==> config.mk <==
export PLATFORM = sky130hd
export DESIGN_NAME = if_fetch_ctrl
export DESIGN_NICKNAME = d
export VERILOG_FILES = /design/src/rtl/if_fetch_ctrl.sv
export SDC_FILE = /design/constraint.sdc
export NUM_CORES = 1
export LEC_CHECK = 0
export ABC_AREA = 1
export CAP_MARGIN = 40
export CORE_MARGIN = 2
export CORE_UTILIZATION = 35
export CTS_CLUSTER_SIZE = 30
export DETAILED_ROUTE_END_ITERATION = 6
export MAX_ROUTING_LAYER = met4
export PLACE_DENSITY = 0.6
export SETUP_SLACK_MARGIN = 0.15
export SYNTH_ARGS = -nofsm -noshare
export SYNTH_HDL_FRONTEND = slang
export SYNTH_SLANG_ARGS = --single-unit
==> constraint.sdc <==
create_clock -name clk -period 1.6 [get_ports clk]
set_clock_uncertainty 0.1 [all_clocks]
set_input_delay 0.32 -clock clk [delete_from_list [all_inputs] [get_ports clk]]
set_output_delay 0.32 -clock clk [all_outputs]
set_load 0.1 [all_outputs]
==> src/rtl/if_fetch_ctrl.sv <==
// Instruction-fetch controller between the PC register and instruction memory.
// Issues fetches, absorbs memory wait states, decode stalls and branch redirects.
module if_fetch_ctrl #(
    parameter int unsigned         PC_W      = 16,
    parameter int unsigned         INSTR_W   = 32,
    parameter int unsigned         PC_INC    = 4,
    parameter logic [INSTR_W-1:0]  NOP_INSTR = 32'h00000013
) (
    input  logic               clk,
    input  logic               reset,
    input  logic [PC_W-1:0]    pc,
    output logic [PC_W-1:0]    pc_new,
    output logic               pc_write_zero,
    output logic               imem_req,
    output logic [PC_W-1:0]    imem_addr,
    input  logic               imem_ack,
    input  logic [INSTR_W-1:0] imem_rdata,
    input  logic               branch_taken,
    input  logic [PC_W-1:0]    branch_target,
    input  logic               id_stall,
    output logic               if_valid,
    output logic [INSTR_W-1:0] if_instr,
    output logic [PC_W-1:0]    if_pc
);

    localparam logic [PC_W-1:0] PcInc = PC_W'(PC_INC);

    typedef enum logic [1:0] {StBoot, StFetch, StHold, StRedirect} state_e;

    state_e state_q, state_d;

    logic               if_valid_q, if_valid_d;
    logic [INSTR_W-1:0] if_instr_q, if_instr_d;
    logic [PC_W-1:0]    if_pc_q, if_pc_d;
    logic [INSTR_W-1:0] hold_instr_q, hold_instr_d;
    logic [PC_W-1:0]    hold_pc_q, hold_pc_d;

    logic redirect;
    logic fetch_ack;

    // Branches are ignored in BOOT and while reset is asserted.
    assign redirect  = branch_taken && !reset && (state_q != StBoot);
    assign fetch_ack = imem_ack && !reset && (state_q == StFetch);

    // State and IF/ID registers
    always_ff @(posedge clk) begin
        if (reset) begin
            state_q      <= StBoot;
            if_valid_q   <= 1'b0;
            if_instr_q   <= NOP_INSTR;
            if_pc_q      <= '0;
            hold_instr_q <= '0;
            hold_pc_q    <= '0;
        end else begin
            state_q      <= state_d;
            if_valid_q   <= if_valid_d;
            if_instr_q   <= if_instr_d;
            if_pc_q      <= if_pc_d;
            hold_instr_q <= hold_instr_d;
            hold_pc_q    <= hold_pc_d;
        end
    end

    // Next-state logic
    always_comb begin
        state_d = state_q;
        unique case (state_q)
            StBoot: state_d = StFetch;
            StFetch: begin
                if (branch_taken) begin
                    state_d = StRedirect;
                end else if (imem_ack && id_stall && if_valid_q) begin
                    state_d = StHold;
                end
            end
            StHold: begin
                if (branch_taken) begin
                    state_d = StRedirect;
                end else if (!id_stall) begin
                    state_d = StFetch;
                end
            end
            StRedirect: state_d = branch_taken ? StRedirect : StFetch;
        endcase
    end

    // Memory and PC-register outputs
    always_comb begin
        imem_req      = !reset && (state_q == StFetch);
        imem_addr     = pc;
        pc_new        = redirect ? branch_target : pc + PcInc;
        pc_write_zero = !(redirect || fetch_ack);
    end

    // IF/ID and hold-buffer next values
    always_comb begin
        if_valid_d   = if_valid_q;
        if_instr_d   = if_instr_q;
        if_pc_d      = if_pc_q;
        hold_instr_d = hold_instr_q;
        hold_pc_d    = hold_pc_q;

        // Decode drains IF/ID every unstalled edge; a load below overrides this.
        if (!id_stall) begin
            if_valid_d = 1'b0;
            if_instr_d = NOP_INSTR;
        end

        unique case (state_q)
            StBoot: ;
            StFetch: begin
                if (branch_taken) begin
                    if_valid_d = 1'b0;
                    if_instr_d = NOP_INSTR;
                end else if (imem_ack) begin
                    if (!id_stall || !if_valid_q) begin
                        if_valid_d = 1'b1;
                        if_instr_d = imem_rdata;
                        if_pc_d    = pc;
                    end else begin
                        hold_instr_d = imem_rdata;
                        hold_pc_d    = pc;
                    end
                end
            end
            StHold: begin
                if (branch_taken) begin
                    if_valid_d   = 1'b0;
                    if_instr_d   = NOP_INSTR;
                    hold_instr_d = '0;
                    hold_pc_d    = '0;
                end else if (!id_stall) begin
                    if_valid_d = 1'b1;
                    if_instr_d = hold_instr_q;
                    if_pc_d    = hold_pc_q;
                end
            end
            StRedirect: begin
                if_valid_d = 1'b0;
                if_instr_d = NOP_INSTR;
            end
        endcase
    end

    assign if_valid = if_valid_q;
    assign if_instr = if_instr_q;
    assign if_pc    = if_pc_q;

endmodule

==> impl_metrics.yaml, run 1 <==
cts:
  cts-buffers-inserted: 9
  postCtsHoldBufs: 0
  cts_tree: "built"
  htreeDepth: 3
  clock_latency_ns: 0.35
  numClockSinks: 99
  clk_pin_slew_ns: 0.07
  cts_root_buffer: "clkbuf_16"
  cts_buffer_depth: 2
logic_synthesis:
  synth_nets: 1042
  synth_warnings: 0
  synth-edff-count: 0
  syn_area_per_cell_um2: 5.94
  syn-cell-area_um2: 5770
  synth_ff_type: "dfxtp_1"
  yosys.cell_types.count: 28
  yosysSeqAreaShare: 0.343
  async_flop_share: 0
  yosys_register_bits: 99
  syn_inst: 972
floorplanning:
  fp-row-count: 46
  die-area_um2: 17500
  core_um2: 16000
  initial_core_util: 0.361
  die_y_um: 132
  die_w_um: 132
  io_pins: 152
power:
  power_frac_comb: 0.541
  switching_share: 0.449
  leakagePower_nw: 4.81
  power.density_nw_per_um2: 1120
  seq_power_share: 0.278
  ir_drop_v: 0.00118
  p_sw_mw: 5.12
  internal-power_mw: 6.28
  power_frac_clock: 0.181
  power_mw: 11.4
final_layout:
  fin_nets: 1232
  finalNonFillerCells: 1383
  drive_above_1_share: 0.285
  fillers: 1412
  fin_util: 0.636
  n_antenna_cell: 0
  final_area_um2: 10200
  layout-area-overhead-vs-synth_pct: 76.4
routing:
  drc: 0
  routed_wl_um: 20500
  vias: 6797
  first_pass_iters: 5
  wl_per_cell_um: 14.8
  ant_nets: 0
  drtIter0Drc: 524
  drt-vias-per-instance: 4.91
timing:
  setup_ws_ns: -0.474
  final-setup-viol-count: 59
  period_minus_slack_ns: 2.07
  max_slew_margin: 0.798
  drv_slew: 0
  period_share: 1.30
  rsz0062_at_grt: "yes"
  hold_viol_final: 0
  worst_pin_slew_ns: 0.302
  fmax_ghz: 0.482
global_route:
  antenna_found_initial: 0
  grt_pass1_wl_um: 32500
  grt_max_degree: 62
  grt_usage: 0.232
  grt_overflow: 0
  met2_usage: 0.398
  busiest_layer: "met2"
  met1_usage: 0.286
  grt_pass1_vias: 6480
  grt.met3_usage: 0.0383
worst_setup_path:
  crit_path_start_kind: "flop"
  cp_max_fo: 7
  crit_type: "reg2out"
  crit_arrival_ns: 1.65
  regToRegEndpoint: "if_pc[1]$_SDFFE_PP0P_"
  rrSetupSlack_ns: -0.10
  reg2regPathDepth: 11
  cp-end-kind: "output port"
  critPathRequiredTime_ns: 1.18
  r2r-start: "state_q[1]$_SDFFE_PP0P_"
place:
  place_hpwl_um: 13500
  gp_congestion: 0.806
  placed_area_um2: 9050
  numPortBuffers: 151
  place_inst: 1342
run:
  cap_viol_max_count: 0
worst_hold_path:
  min_to: "if_valid$_SDFF_PP0_"
  hold_depth: 3
  hold_class: "in2reg"
  min_from: "reset"
run_status:
  status: "finished with violations"
  violations: "setup timing"
-- layout by cell type, fill, tap and decap left out, types with 3 or more instances in the layout --
| cell type | count |
|---|---|
| nand2_1 | 364 |
| nor2_1 | 128 |
| buf_12 | 97 |
| dfxtp_1 | 64 |
| nand3_1 | 60 |
| a21oi_1 | 60 |
| buf_4 | 60 |
| clkdlybuf4s50_1 | 48 |
| inv_1 | 37 |
| dfxtp_2 | 33 |
| o211ai_1 | 27 |
| buf_6 | 18 |
| nand2_4 | 17 |
| nand2_2 | 14 |
| nand2_8 | 13 |
| o21ai_0 | 12 |
| clkbuf_16 | 12 |
| nor2_2 | 11 |
| nor2_4 | 10 |
| dlygate4sd2_1 | 9 |
| o21ai_4 | 7 |
| buf_16 | 5 |
| clkdlybuf4s15_1 | 5 |
| nand4_1 | 4 |
| nand3_2 | 4 |
| inv_2 | 3 |
| nand3b_1 | 3 |
| a31oi_1 | 3 |
| clkinv_2 | 3 |
| buf_2 | 3 |
| buf_8 | 3 |
-- area by class of cell --
cell class / instances / area [um^2] / area share
multi-input combinational: 752 / 3850 / 0.379
timing repair buffer: 256 / 3570 / 0.351
sequential: 99 / 2030 / 0.199
tap: 216 / 270 / 0.0265
clock buffer: 10 / 229 / 0.0225
inverter: 44 / 188 / 0.0184
clock inverter: 6 / 38.8 / 0.00381
-- registers in the layout (all words and copies together), names as in the netlist --
| signal | count |
|---|---|
| hold_instr_q | 32 |
| if_instr | 32 |
| hold_pc_q | 16 |
| if_pc | 16 |
| state_q | 2 |
| if_valid | 1 |
-- critical path, cell delays in order (launching register included) --
cell and delay (ns):
dfxtp_2 0.35, nor2_4 0.14, nor2_4 0.06, nand2_4 0.10, buf_4 0.13, buf_12 0.14, nand3_2 0.12, nand2_4 0.10
buf_12 0.17
-- metal layers --
layer  vias to the layer above  wire length, um
met5                         -                0
met4                         0              312
met3                        26              985
met2                       191            10300
met1                      3135             8950
li1                       3445                -
-- stage by stage --
stage                     TNS, ns  hold slack [ns]  worst slack (ns)
after floorplan             -4.58            0.334            -0.345
after global placement     -38.13            0.349            -0.755
after detailed placement   -39.08            0.356            -0.785
after CTS                   -8.62            0.342            -0.495
after global routing       -14.93            0.341            -0.520
final                       -9.42            0.312            -0.474
-- cell usage after synthesis, types with 2 or more instances --
library cell | number | share of area
o21ai_0 | 20 | 0.017
inv_1 | 42 | 0.027
nor2_2 | 3 | 0.0033
buf_4 | 17 | 0.022
buf_1 | 5 | 0.0033
dfxtp_1 | 99 | 0.34
buf_2 | 21 | 0.018
nand4_1 | 4 | 0.0043
nand3b_1 | 3 | 0.0039
o211ai_1 | 27 | 0.035
nand2_1 | 407 | 0.26
nor2_1 | 146 | 0.095
buf_6 | 4 | 0.0078
a21oi_1 | 61 | 0.053
nand3_1 | 65 | 0.056
xnor2_1 | 2 | 0.0030
clkbuf_1 | 30 | 0.020
a31oi_1 | 4 | 0.0043
xor2_1 | 3 | 0.0046
-- worst max-delay path by stage --
stage | startpoint | end | slack [ns] | cells after the start
finish | state_q[1]$_SDFFE_PP0P_ | pc_new[9] | -0.47 | 8
global route | state_q[1]$_SDFFE_PP0P_ | pc_new[12] | -0.52 | 8
CTS | state_q[0]$_SDFFE_PP0P_ | pc_new[1] | -0.50 | 8
detailed placement | pc[2] | pc_new[12] | -0.79 | 10
global placement | pc[2] | pc_new[12] | -0.75 | 10
floorplan | state_q[0]$_SDFFE_PP0P_ | pc_new[2] | -0.34 | 7
-- timing repair --
item / CTS / global route
cloned: 5 / 5
pin swaps: 11 / 19
buffers inserted: 9 / 6
endpoints found under the setup margin: 131 / 112
resized for setup: 113 / 54
-- cells by family (layout without fill, tap and decap cells) --
logic type	count (synthesis)	in the layout	share of synthesized area
XOR/XNOR	5	5	0.00759
buffers and inverters	121	316	0.0999
adder cells (fa/ha/maj)	1	1	0.00217
AND/OR/NAND/NOR	630	630	0.431
AO/OA/AOI/OAI	116	116	0.117
flip-flops	99	99	0.343
-- power groups by stage --
stage / sequential [mW] / combinational [mW] / clock [mW]
detailed placement: 3.22 / 5.59 / 0
CTS: 3.17 / 5.93 / 2.10
floorplan: 4.49 / 2.27 / 0
finish: 3.17 / 6.17 / 2.06
global route: 3.21 / 6.54 / 2.21
global placement: 3.22 / 5.56 / 0
Note: power is estimated with default switching activity, not from simulation.
==> run 2: changes to the inputs <==
--- a/config.mk
+++ b/config.mk
@@ -7,12 +7,12 @@
 export LEC_CHECK = 0
 export ABC_AREA = 1
 export CAP_MARGIN = 40
-export CORE_MARGIN = 2
+export CORE_MARGIN = 4
 export CORE_UTILIZATION = 35
 export CTS_CLUSTER_SIZE = 30
 export DETAILED_ROUTE_END_ITERATION = 6
 export MAX_ROUTING_LAYER = met4
-export PLACE_DENSITY = 0.6
+export PLACE_DENSITY = 0.74
 export SETUP_SLACK_MARGIN = 0.15
 export SYNTH_ARGS = -nofsm -noshare
 export SYNTH_HDL_FRONTEND = slang
==> run 2 against run 1 <==
  * The run ends with DRC, setup timing left
  * Via count increased by 20%
  * Register-to-register slack got worse by 0.36 ns
  * Non-clock buffer count increased by 46
  * Fmax decreased by 2.3%
  * Cell count increased by 3.3%
  * Setup slack got worse by 0.049 ns
  * Utilization increased by 9.1 points
  * Count of clock-buffer cells in the layout increased by 1
  * Final area increased by 14%
  * Critical path depth unchanged
  * Critical endpoint is now pc_new[8]
  * Highest routed layer unchanged
==> impl_metrics.yaml, run 2 (synthesis results as in run 1) <==
cts:
  cts-buffers-inserted: 9
  clock_latency_ns: 0.36
  cts_tree: "built"
  numClockSinks: 99
  htreeDepth: 3
  clk_pin_slew_ns: 0.07
  cts_buffer_depth: 2
  cts_root_buffer: "clkbuf_16"
timing:
  worst_pin_slew_ns: 0.400
  hold_viol_final: 0
  fmax_ghz: 0.471
  rsz0062_at_grt: "yes"
  final-setup-viol-count: 115
  max_slew_margin: 0.734
  period_minus_slack_ns: 2.12
  setup_ws_ns: -0.523
  period_share: 1.33
  drv_slew: 0
floorplanning:
  die-area_um2: 18600
  io_pins: 152
  die_w_um: 136
  core_um2: 16000
  initial_core_util: 0.361
  die_y_um: 136
  fp-row-count: 46
final_layout:
  fin_nets: 1278
  fin_util: 0.727
  final_common_cell: "nand2_1"
  final_cell_mix: "nand2_1 (356), buf_12 (109), dfxtp_1 (64)"
  layout-area-overhead-vs-synth_pct: 102
  finalNonFillerCells: 1428
  drive_above_1_share: 0.408
  n_antenna_cell: 0
  final_area_um2: 11600
worst_setup_path:
  cp-end-kind: "output port"
  crit_arrival_ns: 1.70
  crit_path_start_kind: "flop"
  critPathLaunch: "state_q[0]$_SDFFE_PP0P_"
  r2r-start: "state_q[1]$_SDFFE_PP0P_"
  crit_type: "reg2out"
  critPathRequiredTime_ns: 1.18
  cp_max_fo: 5
routing:
  ant_nets: 0
  routed_wl_um: 29900
  wl_per_cell_um: 20.9
  drt-vias-per-instance: 5.71
  vias: 8149
  drtIter0Drc: 1039
  drc: 10
  first_pass_iters: 7
run:
  cap_viol_max_count: 0
power:
  ir_drop_v: 0.000912
  internal-power_mw: 7.21
  switching_share: 0.456
  seq_power_share: 0.247
  leakagePower_nw: 5.22
  p_sw_mw: 6.04
  power.density_nw_per_um2: 1140
  power_frac_clock: 0.173
  power_frac_comb: 0.580
place:
  place_inst: 1344
  gp_congestion: 0.891
  placed_area_um2: 9100
  place_hpwl_um: 13800
  numPortBuffers: 151
global_route:
  antenna_found_initial: 0
  grt_usage: 0.292
  grt_overflow: 0
  grt_pass1_wl_um: 41500
  grt_max_degree: 63
  grt_pass1_vias: 7959
run_status:
  status: "finished with violations"
  violations: "DRC, setup timing"
worst_hold_path:
  min_from: "hold_instr_q[17]$_SDFFE_PP0P_"
  hold_class: "reg2reg"
## run 2: per-layer routing
layer / up-vias / track usage / routed length (um)
li1: 3542 / - / -
met3: 218 / 0.0648 / 3180
met4: 0 / 0.132 / 2210
met5: - / - / 0
met2: 678 / 0.494 / 14500
met1: 3711 / 0.330 / 10000
## run 2: area by class of cell
type	count	area (um^2)
Inverter	44	198
Clock inverter	4	52.6
Timing Repair Buffer	302	4390
Clock buffer	11	243
Fill cell	989	4360
Multi-Input combinational cell	752	4460
Sequential cell	99	2030
Tap cell	216	270
## run 2: worst paths after layout
path	depth (start not counted)	slack, ns	end
max reg2reg	12	-0.46	hold_instr_q[9]$_SDFFE_PP0P_
min reg2reg	2	0.39	hold_instr_q[17]$_SDFFE_PP0P_
max	8	-0.52	pc_new[8]
min	2	0.39	hold_instr_q[17]$_SDFFE_PP0P_
## run 2: through the flow
step | power (mW) | setup slack [ns] | setup TNS [ns] | hold WS, ns
after floorplan | 6.76 | -0.345 | -4.58 | 0.334
after global placement | 8.76 | -0.763 | -45.29 | 0.349
after detailed placement | 8.83 | -0.856 | -49.32 | 0.357
after CTS | 12.2 | -0.464 | -17.31 | 0.372
after global routing | 13.6 | -0.572 | -41.92 | 0.415
final | 13.3 | -0.523 | -37.95 | 0.385
## run 2: timing repair
action,in CTS,in global routing
hold buffers,0,0
gates cloned,18,3
buffers inserted,30,19
hold endpoints to repair,0,0
resized for setup,225,157
pin swaps,57,67
endpoints found under the setup margin,133,117
## run 2: worst max-delay path, stage by stage, from the launching register on
cell     delay (ns)
dfxtp_4        0.36
nor2_4         0.14
nor2_4         0.07
nand2_4        0.10
inv_6          0.06
buf_12         0.13
buf_4          0.13
o21ai_4        0.14
buf_12         0.19
## run 2: power groups by stage
| stage | combinational [mW] | clock [mW] | sequential, mW |
|---|---|---|---|
| CTS | 6.81 | 2.23 | 3.21 |
| global route | 7.98 | 2.34 | 3.30 |
| finish | 7.69 | 2.29 | 3.27 |
| detailed placement | 5.61 | 0 | 3.22 |
| floorplan | 2.27 | 0 | 4.49 |
| global placement | 5.54 | 0 | 3.22 |
